`config.mk`:
```
export PLATFORM = sky130hd
export DESIGN_NAME = rr_grant_arbiter_flat
export DESIGN_NICKNAME = d
export VERILOG_FILES = /design/src/rtl/axil_arb_pkg.sv /design/src/rtl/rr_grant_arbiter_if.sv /design/src/rtl/rr_priority_select.sv /design/src/rtl/rr_grant_arbiter.sv /design/src/flat_wrapper.sv
export SDC_FILE = /design/constraint.sdc
export NUM_CORES = 1
export LEC_CHECK = 0
export ABC_CLOCK_PERIOD_IN_PS = 4100
export CORE_ASPECT_RATIO = 0.9
export CORE_UTILIZATION = 30
export DETAILED_ROUTE_END_ITERATION = 8
export PLACE_DENSITY_LB_ADDON = 0.05
export RECOVER_POWER = 50
export SLEW_MARGIN = 40
export SYNTH_ARGS = -nofsm -noshare
export SYNTH_HDL_FRONTEND = slang
export SYNTH_SLANG_ARGS = --single-unit
```
`constraint.sdc`:
```
create_clock -name clk_i -period 4.1 [get_ports clk_i]
set_input_delay 0.41 -clock clk_i [delete_from_list [all_inputs] [get_ports clk_i]]
set_output_delay 0.41 -clock clk_i [all_outputs]
set_load 0.1 [all_outputs]
```
`src/rtl/axil_arb_pkg.sv`:
```
// Shared definitions for the AXI-Lite interconnect arbiters.
//   arb_state_e : arbiter FSM encoding (StIdle=0, StBusy=1)
//   idx_w()     : width of a binary index into n items (at least 1 bit)
package axil_arb_pkg;

  typedef enum logic [0:0] {
    StIdle = 1'b0,
    StBusy = 1'b1
  } arb_state_e;

  function automatic int unsigned idx_w(input int unsigned n);
    return (n > 1) ? $clog2(n) : 1;
  endfunction

endpackage

```
`src/rtl/rr_grant_arbiter_if.sv`:
```
// Request/grant bundle between the masters and the round-robin arbiter.
//   req         per-master level request
//   done        one-cycle pulse: granted transaction finished
//   grant       one-hot grant
//   grant_idx   binary index of the granted master
//   grant_valid a grant is active
//   timeout     one-cycle pulse on forced release
// Modports: master (request side), slave (arbiter side).
interface rr_grant_arbiter_if #(
  parameter int unsigned NUM_MASTERS = 4
);
  import axil_arb_pkg::*;

  localparam int unsigned IDX_W = idx_w(NUM_MASTERS);

  logic [NUM_MASTERS-1:0] req;
  logic                   done;
  logic [NUM_MASTERS-1:0] grant;
  logic [IDX_W-1:0]       grant_idx;
  logic                   grant_valid;
  logic                   timeout;

  modport master (
    output req,
    output done,
    input  grant,
    input  grant_idx,
    input  grant_valid,
    input  timeout
  );

  modport slave (
    input  req,
    input  done,
    output grant,
    output grant_idx,
    output grant_valid,
    output timeout
  );

endinterface

```
`src/rtl/rr_priority_select.sv`:
```
// Combinational round-robin pick: rotate requests so ptr_i lands on bit 0,
// find the first set bit, then rotate the result back.
//   req_i      per-master requests
//   ptr_i      highest-priority master index (must be < NUM_MASTERS)
//   pick_o     one-hot selected master (zero when no request)
//   pick_idx_o binary index of pick_o (zero when no request)
//   any_o      at least one request present
module rr_priority_select
  import axil_arb_pkg::*;
#(
  parameter int unsigned NUM_MASTERS = 4,
  localparam int unsigned IDX_W = idx_w(NUM_MASTERS)
) (
  input  logic [NUM_MASTERS-1:0] req_i,
  input  logic [IDX_W-1:0]       ptr_i,
  output logic [NUM_MASTERS-1:0] pick_o,
  output logic [IDX_W-1:0]       pick_idx_o,
  output logic                   any_o
);

  logic [2*NUM_MASTERS-1:0] req_dbl;
  logic [NUM_MASTERS-1:0]   req_rot;
  logic [IDX_W-1:0]         first_idx;
  logic                     found;
  logic [IDX_W:0]           sum;

  // Doubling the vector turns the rotate into a plain part-select.
  assign req_dbl = {req_i, req_i};
  assign req_rot = req_dbl[ptr_i +: NUM_MASTERS];

  always_comb begin
    found     = 1'b0;
    first_idx = '0;
    for (int i = 0; i < int'(NUM_MASTERS); i++) begin
      if (!found && req_rot[i]) begin
        found     = 1'b1;
        first_idx = IDX_W'(i);
      end
    end
  end

  // Rotate back: (ptr + first) mod NUM_MASTERS, valid for non-power-of-two counts.
  always_comb begin
    sum = {1'b0, ptr_i} + {1'b0, first_idx};
    if (sum >= (IDX_W+1)'(NUM_MASTERS)) begin
      sum = sum - (IDX_W+1)'(NUM_MASTERS);
    end
  end

  assign any_o      = found;
  assign pick_idx_o = found ? sum[IDX_W-1:0] : '0;
  assign pick_o     = found ? (NUM_MASTERS'(1) << sum[IDX_W-1:0]) : '0;

endmodule

```
`src/rtl/rr_grant_arbiter.sv`:
```
// Round-robin grant arbiter for the AXI-Lite interconnect master side.
// Grants only requesting masters, starting the scan at ptr; the grant is
// locked until done, after which ptr moves to the master after the winner.
// One IDLE bubble always separates consecutive grants.
//   clk_i     system clock, rising edge
//   resetn_i  asynchronous reset, active low
//   bus_io    rr_grant_arbiter_if.slave (req/done in, grant/idx/valid/timeout out)
// Build option: define ARB_TIMEOUT_EN to force release after MAX_HOLD BUSY
// cycles without done (timeout pulses one cycle); otherwise timeout is tied 0.
module rr_grant_arbiter
  import axil_arb_pkg::*;
#(
  parameter int unsigned NUM_MASTERS = 4,
  parameter int unsigned MAX_HOLD    = 16
) (
  input  logic              clk_i,
  input  logic              resetn_i,
  rr_grant_arbiter_if.slave bus_io
);

  localparam int unsigned IDX_W = idx_w(NUM_MASTERS);

  arb_state_e             state_q, state_d;
  logic [IDX_W-1:0]       ptr_q, ptr_d;
  logic [NUM_MASTERS-1:0] grant_q, grant_d;
  logic [IDX_W-1:0]       idx_q, idx_d;
  logic [IDX_W-1:0]       ptr_after_grant;

  logic [NUM_MASTERS-1:0] pick;
  logic [IDX_W-1:0]       pick_idx;
  logic                   pick_any;

  rr_priority_select #(
    .NUM_MASTERS(NUM_MASTERS)
  ) u_select (
    .req_i     (bus_io.req),
    .ptr_i     (ptr_q),
    .pick_o    (pick),
    .pick_idx_o(pick_idx),
    .any_o     (pick_any)
  );

  assign ptr_after_grant = (idx_q == IDX_W'(NUM_MASTERS - 1)) ? '0 : idx_q + 1'b1;

`ifdef ARB_TIMEOUT_EN
  localparam int unsigned HOLD_W = idx_w(MAX_HOLD);

  logic [HOLD_W-1:0] hold_q, hold_d;
  logic              timeout_q, timeout_d;
`else
  logic unused_max_hold;
  assign unused_max_hold = (MAX_HOLD != 0);
`endif

  always_comb begin
    state_d = state_q;
    ptr_d   = ptr_q;
    grant_d = grant_q;
    idx_d   = idx_q;
`ifdef ARB_TIMEOUT_EN
    hold_d    = hold_q;
    timeout_d = 1'b0;
`endif
    unique case (state_q)
      StIdle: begin
        if (pick_any) begin
          state_d = StBusy;
          grant_d = pick;
          idx_d   = pick_idx;
`ifdef ARB_TIMEOUT_EN
          hold_d  = '0;
`endif
        end
      end
      StBusy: begin
        // done wins over a simultaneous timeout.
        if (bus_io.done) begin
          state_d = StIdle;
          grant_d = '0;
          idx_d   = '0;
          ptr_d   = ptr_after_grant;
`ifdef ARB_TIMEOUT_EN
        end else if (hold_q == HOLD_W'(MAX_HOLD - 1)) begin
          state_d   = StIdle;
          grant_d   = '0;
          idx_d     = '0;
          ptr_d     = ptr_after_grant;
          timeout_d = 1'b1;
        end else begin
          hold_d = hold_q + 1'b1;
`endif
        end
      end
    endcase
  end

  always_ff @(posedge clk_i or negedge resetn_i) begin
    if (!resetn_i) begin
      state_q <= StIdle;
      ptr_q   <= '0;
      grant_q <= '0;
      idx_q   <= '0;
    end else begin
      state_q <= state_d;
      ptr_q   <= ptr_d;
      grant_q <= grant_d;
      idx_q   <= idx_d;
    end
  end

`ifdef ARB_TIMEOUT_EN
  always_ff @(posedge clk_i or negedge resetn_i) begin
    if (!resetn_i) begin
      hold_q    <= '0;
      timeout_q <= 1'b0;
    end else begin
      hold_q    <= hold_d;
      timeout_q <= timeout_d;
    end
  end

  assign bus_io.timeout = timeout_q;
`else
  assign bus_io.timeout = 1'b0;
`endif

  assign bus_io.grant       = grant_q;
  assign bus_io.grant_idx   = idx_q;
  assign bus_io.grant_valid = (state_q == StBusy);

endmodule
```
`src/flat_wrapper.sv`:
```
// flat-port wrapper written by rule: the top's interface ports become plain ports
module rr_grant_arbiter_flat import axil_arb_pkg::*;
#(
  parameter int unsigned NUM_MASTERS = 4,
  parameter int unsigned MAX_HOLD    = 16
)
  (clk_i, resetn_i, bus_io_req, bus_io_done, bus_io_grant, bus_io_grant_idx, bus_io_grant_valid, bus_io_timeout);
  rr_grant_arbiter_if #(.NUM_MASTERS(NUM_MASTERS)) bus_io_i ();
  input  logic clk_i;
  input  logic resetn_i;
  input wire logic [$bits(bus_io_i.req)-1:0] bus_io_req;
  input wire logic [$bits(bus_io_i.done)-1:0] bus_io_done;
  output wire logic [$bits(bus_io_i.grant)-1:0] bus_io_grant;
  output wire logic [$bits(bus_io_i.grant_idx)-1:0] bus_io_grant_idx;
  output wire logic [$bits(bus_io_i.grant_valid)-1:0] bus_io_grant_valid;
  output wire logic [$bits(bus_io_i.timeout)-1:0] bus_io_timeout;
  assign bus_io_i.req = bus_io_req;
  assign bus_io_i.done = bus_io_done;
  assign bus_io_grant = bus_io_i.grant;
  assign bus_io_grant_idx = bus_io_i.grant_idx;
  assign bus_io_grant_valid = bus_io_i.grant_valid;
  assign bus_io_timeout = bus_io_i.timeout;
  rr_grant_arbiter #(.NUM_MASTERS(NUM_MASTERS), .MAX_HOLD(MAX_HOLD)) u_core (.clk_i(clk_i), .resetn_i(resetn_i), .bus_io(bus_io_i));
endmodule
```
==> impl_metrics.py, run 1 <==
metrics = {
    "outcome": {
        "run_status": "completed",
    },
    "global_routing": {
        "global_route_wire_length_before_repair_um": 1945,
        "grt_antenna_before_repair": 0,
        "grt_usage": 0.1364,
        "grt_max_degree": 13,
        "grt-ovfl-total": 0,
        "number_of_global_route_vias_before_repair": 417,
    },
    "run": {
        "drv.max_cap_violation_count": 0,
    },
    "floorplan": {
        "die_w_um": 47.77,
        "overall_die_area_um2": 2063,
        "design.core.area_um2": 1717,
        "floorplan.rows": 14,
        "floorplan.initialDensity": 0.3294,
        "io-pin-count": 15,
        "floorplan.die.height_um": 43.19,
    },
    "detailed_routing": {
        "remaining_drc_errors": 0,
        "drt-initial-drc-count": 10,
        "via_count": 466,
        "first_pass_iters": 4,
        "avgRoutedWirePerCell_um": 11.69,
        "viasPerCell": 4.854,
        "antenna_violating_nets_post_route": 0,
        "drt-total-wl_um": 1122,
    },
    "min_path": {
        "timing.hold.worst.class": "flip-flop to flip-flop",
    },
    "timing": {
        "worst-slew-pin-transition_ps": 1162,
        "finalHoldWorstSlack_ps": 490.2,
        "fmax_ghz": 0.4298,
        "layout_min_cycle_time_ps": 2327,
        "final_min_period_over_clock_period": 0.5675,
        "rsz0062_at_grt": "no",
        "slew_viol_final": 0,
        "timing.clock.skew_ps": 6.778,
        "setup_viol_count_final": 0,
        "finalHoldViolCount": 0,
        "slew_headroom": 0.2287,
        "fin_setup_tns_ps": 0,
    },
    "clock_network": {
        "tritoncts_buffer_count": 3,
        "htreeDepth": 1,
        "cts-hold-fix-buffers": 0,
        "tritoncts": "done",
        "post_cts_resize_count": 0,
        "post-cts-setup-buffer-count": 0,
        "clkTransAtPathRegs_ps": 70,
        "cts_root_buffer": "clkbuf_4",
        "clock_sinks": 9,
        "clk-insertion-delay-late_ps": 260,
        "maximum_buffer_depth_of_the_clock_tree": 2,
    },
    "synthesis": {
        "netlist_top_cells_area": "dfrtp_1 40%, nand2_1 6.6%, ha_1 4.4%",
        "synth.top_cell.area_share": 0.3982,
        "synth_sequential_area_ratio": 0.3982,
        "ys_types": 30,
        "synth_most_common_cell": "nand2_1",
        "synthesis.area_um2": 565.5,
        "synth.largest_area_cell": "dfrtp_1",
        "synth-edff-count": 0,
        "synthesis.instances": 57,
        "synth_nets": 66,
        "synth-seq-cells": 9,
        "synthFlopType": "dfrtp_1",
        "yosysWarnings": 0,
        "synthesis.area_per_instance_um2": 9.922,
        "yosys-top-cells-count": "10 x nand2_1, 9 x dfrtp_1, 4 x o21ai_0",
        "ys_async_sr_fraction": 1.000,
    },
    "worst_setup_path": {
        "timing.critical_path.to_type": "flip-flop",
        "worstPathRequired_ps": 4260,
        "critical_path.n_buffers_inverters": 2,
        "path_cells": "clkdlybuf4s50_1, inv_1, o21ai_0, a21oi_1, o31a_2, ha_1, xnor2_1, xnor2_2, a32o_1",
        "worst_path_dominant_cell_family": "compound AO/OA/AOI/OAI gates",
        "cp_max_fo": 5,
        "path_class": "input pin to flip-flop",
        "slowest_delay_ps": 560,
        "cp.arrival_ps": 2480,
        "worst_path_max_delay_cell": "clkdlybuf4s50_1",
        "crit_path_start_kind": "input pin",
    },
    "finish": {
        "areaGrowthSynthToFinish_pct": 23.23,
        "insertedDiodeCount": 0,
        "post_layout_nonfiller_instances": 96,
        "layout-drive-gt1-share": 0.2361,
        "regArea_um2": 225.2,
        "fin_area_um2": 696.9,
        "multi_input_gate_area_in_the_final_layout_um2": 314.1,
        "finish.net_count": 82,
        "n_fill_cell": 191,
    },
    "placement": {
        "number_of_input_and_output_port_buffers_inserted": 13,
        "place_congestion": 0.7278,
        "dpl.cell_count": 92,
        "dp_hpwl_um": 803.8,
        "placed_cell_area_um2": 671.9,
    },
}
==> flip-flops by register name, indices dropped and copies added (netlist names) <==
name,cells
u_core.bus_io.grant_idx,2
u_core.ptr_q,2
u_core.bus_io.grant,4
u_core.bus_io.grant_valid,1
==> stage by stage <==
step	worst slack, ps	util
finish	1773	0.4060
detailed placement	1512	0.3914
global route	1582	0.4060
global placement	1528	0.4118
CTS	1776	0.4067
floorplan	2146	-
==> logic make-up (layout without fill, tap and decap cells) <==
kind of cell	count (synthesis)	in the layout	synth area share
simple gates	22	22	0.2013
compound gates	16	16	0.2390
flops	9	9	0.3982
buf+inv	4	19	0.04647
fa+ha+maj	2	2	0.04424
xor+xnor	2	2	0.04426
other cells	1	1	0.006631
mux	1	1	0.01991
==> layout make-up <==
type	instances	share of cell area
clock buffers	4	0.03770
inverters	2	0.01077
multi-input cells	44	0.4506
flip-flops and latches	9	0.3232
well taps	24	0.04309
repair buffers	13	0.1346
==> layer usage <==
layer / vias up / track usage / share of wire
met5: - / 0 / 0
met4: 0 / 0.03333 / 0
met3: 0 / 0.06383 / 0.046
met2: 12 / 0.1486 / 0.39
met1: 215 / 0.2289 / 0.56
li1: 239 / - / -
==> final timing paths <==
path                                        startpoint                endpoint  slack [ps]  cells after the start
min in group asynchronous                     resetn_i  u_core.bus_io.grant[2]         510                      1
worst max-delay path                     bus_io_req[0]  u_core.bus_io.grant[3]        1770                      9
worst min register to register  u_core.bus_io.grant[3]  u_core.bus_io.grant[3]         490                      1
max in group asynchronous                     resetn_i  u_core.bus_io.grant[1]        3290                      1
worst min-delay path            u_core.bus_io.grant[3]  u_core.bus_io.grant[3]         490                      1
worst max register to register         u_core.ptr_q[1]  u_core.bus_io.grant[3]        2010                      7
==> worst register-to-register path, cell delays in order (launching register included) <==
cell and delay (ps):
dfrtp_1 500, o21ai_0 210, a21oi_1 80, o31a_2 320
ha_1 190, xnor2_1 250, xnor2_2 160, a32o_1 270
==> cells in the final DEF, fill, tap and decap left out, drive strengths merged, types with 2 or more instances in the layout <==
| cell | instances |
|---|---|
| nand2 | 10 |
| dfrtp | 9 |
| buf | 6 |
| clkbuf | 5 |
| o21ai | 4 |
| clkdlybuf4s50 | 4 |
| nor2 | 3 |
| inv | 2 |
| nand3b | 2 |
| nor3b | 2 |
| a22o | 2 |
| ha | 2 |
| dlygate4sd3 | 2 |
| xnor2 | 2 |
| o31ai | 2 |
Power of run 1 is not shown: default switching activity piles up to over one toggle a cycle in this logic, so the estimate is an artifact.
==> run 2, diff against run 1 <==
--- a/config.mk
+++ b/config.mk
@@ -5,7 +5,7 @@
 export SDC_FILE = /design/constraint.sdc
 export NUM_CORES = 1
 export LEC_CHECK = 0
-export ABC_CLOCK_PERIOD_IN_PS = 4100
+export ABC_CLOCK_PERIOD_IN_PS = 2100
 export CORE_ASPECT_RATIO = 0.9
 export CORE_UTILIZATION = 30
 export DETAILED_ROUTE_END_ITERATION = 8
==> constraint.sdc (replaced) <==
create_clock -name clk_i -period 2.1 [get_ports clk_i]
set_input_delay 0.21 -clock clk_i [delete_from_list [all_inputs] [get_ports clk_i]]
set_output_delay 0.21 -clock clk_i [all_outputs]
set_load 0.1 [all_outputs]
==> run 2 against run 1 <==
Compared with the run above:
- worst setup slack worse by 1600 ps
- count of clock-buffer cells in the layout down 1
- flip-flop and latch count unchanged
- core utilization up 4.4 points
- worst hold slack worse by 190 ps
- first-iteration DRC count up 30%
- global-route usage up 0.56 points
==> impl_metrics.py, run 2 (synthesis results as in run 1) <==
metrics = {
    "outcome": {
        "run_status": "completed",
    },
    "worst_setup_path": {
        "cp.arrival_ps": 2120,
        "reg_to_reg_startpoint": "u_core.ptr_q[1]",
        "startpoint": "u_core.ptr_q[1]",
        "worst_path_max_delay_cell": "dfrtp_1",
        "slowest_delay_ps": 440,
        "worstPathRequired_ps": 2250,
        "path_cells": "o21ai_0, a21oi_1, o31a_2, ha_1, xnor2_2, xnor2_2, a32o_1",
        "cp_max_fo": 5,
        "timing.critical_path.to_type": "flip-flop",
        "crit_path_start_kind": "flip-flop",
        "critPathMostFrequentCell": "xnor2_2",
        "path_class": "flip-flop to flip-flop",
    },
    "clock_network": {
        "htreeDepth": 1,
        "clkTransAtPathRegs_ps": 70,
        "post-cts-setup-buffer-count": 0,
        "tritoncts": "done",
        "maximum_buffer_depth_of_the_clock_tree": 2,
        "tritoncts_buffer_count": 3,
        "clock_sinks": 9,
        "cts_root_buffer": "clkbuf_4",
        "clk-insertion-delay-late_ps": 270,
    },
    "timing": {
        "final_min_period_over_clock_period": 0.9384,
        "finalHoldViolCount": 0,
        "timing.clock.skew_ps": 9.204,
        "layout_min_cycle_time_ps": 1971,
        "rsz0062_at_grt": "no",
        "worst-slew-pin-transition_ps": 1154,
        "slew_headroom": 0.2341,
        "fmax_ghz": 0.5075,
        "setup_viol_count_final": 0,
        "finalHoldWorstSlack_ps": 297.6,
        "fin_ws_ps": 129.4,
        "slew_viol_final": 0,
    },
    "finish": {
        "n_fill_cell": 176,
        "insertedDiodeCount": 0,
        "layout.core_utilization": 0.4504,
        "layout-drive-gt1-share": 0.3291,
        "largest_reg_flops": 4,
        "areaGrowthSynthToFinish_pct": 36.73,
        "finish.net_count": 89,
        "leading_cell_types_in_the_layout_fill_and_taps_excluded": "13 x buf_4, 10 x nand2_1, 9 x dfrtp_1, 5 x clkdlybuf4s50_1, 4 x o21ai_0",
        "mostFrequentLayoutCell": "buf_4",
    },
    "placement": {
        "dp_hpwl_um": 878,
        "place_congestion": 0.8048,
        "number_of_input_and_output_port_buffers_inserted": 13,
        "pre_cts_slack_ps": -180.1,
    },
    "floorplan": {
        "floorplan.rows": 14,
        "design.core.area_um2": 1717,
        "io-pin-count": 15,
        "floorplan.die.height_um": 43.19,
        "overall_die_area_um2": 2063,
        "floorplan.initialDensity": 0.3294,
        "die_w_um": 47.77,
    },
    "detailed_routing": {
        "via_count": 488,
        "remaining_drc_errors": 0,
        "drt-total-wl_um": 1142,
        "avgRoutedWirePerCell_um": 11.09,
        "drt-initial-drc-count": 13,
        "viasPerCell": 4.738,
        "first_pass_iters": 4,
        "antenna_violating_nets_post_route": 0,
    },
    "global_routing": {
        "global_route_wire_length_before_repair_um": 1994,
        "grt_max_degree": 10,
        "grt-ovfl-total": 0,
        "grt_usage": 0.1420,
        "grt_antenna_before_repair": 0,
        "number_of_global_route_vias_before_repair": 458,
    },
    "min_path": {
        "timing.hold.worst.class": "input pin to asynchronous set/reset pin",
    },
    "run": {
        "drv.max_cap_violation_count": 0,
    },
}
[run 2: cell count changes in the layout (fill, tap and decap cells not counted), sizes merged]
cell / before / now
buf: 6 / 13
clkbuf: 5 / 4
clkdlybuf4s50: 4 / 5
clkinv: 0 / 1
dlygate4sd3: 2 / 1
[run 2: cell type report]
cell class                      count  area (um^2)  area share
Inverter                            2        7.507    0.009709
Timing Repair Buffer               20        161.4      0.2087
Clock buffer                        3        22.52     0.02913
Sequential cell                     9        225.2      0.2913
Multi-Input combinational cell     44        321.6      0.4159
Tap cell                           24        30.03     0.03883
Clock inverter                      1        5.005    0.006472
[run 2: through the flow]
| step | setup TNS, ps | instances | cell area, um^2 |
|---|---|---|---|
| 3_3_place_gp | -507.2 | 99 | 742.0 |
| 4_1_cts | 0 | 103 | 769.5 |
| 3_5_place_dp | -665.6 | 99 | 742.0 |
| 2_1_floorplan | 0 | 57 | 565.5 |
| 6_report | 0 | 103 | 773.2 |
| 5_1_grt | 0 | 103 | 773.2 |
[run 2: final timing paths]
kind | slack, ps | to | depth (start not counted)
setup / recovery | 130 | u_core.bus_io.grant[3] | 7
hold / removal | 300 | u_core.bus_io.grant[1] | 1
setup reg to reg | 130 | u_core.bus_io.grant[3] | 7
hold reg to reg | 490 | u_core.bus_io.grant[1] | 2
max in group asynchronous | 1510 | u_core.bus_io.grant[3] | 1
min in group clk_i | 490 | u_core.bus_io.grant[1] | 2
[run 2: worst max-delay path, delay by kind of cell, from the launching register on]
kind            cells  cell delay, ps
compound gates      4             870
xor+xnor            2             330
fa+ha+maj           1             210
flops               1             440
[run 2: repair_timing]
item                                    in CTS  in global routing
endpoints found under the hold margin        0                  0
hold buffers                                 0                  0
endpoints found under the setup margin       0                  1
gates resized for setup                      0                  1
[run 2: per-layer routing]
layer,GRT usage,vias to the layer above,share of wire
li1,-,254,-
met1,0.2094,219,0.53
met2,0.1784,11,0.39
met3,0.06383,4,0.061
met4,0.05000,0,0.017
met5,0,-,0
Power of run 2 is left out for the same reason.
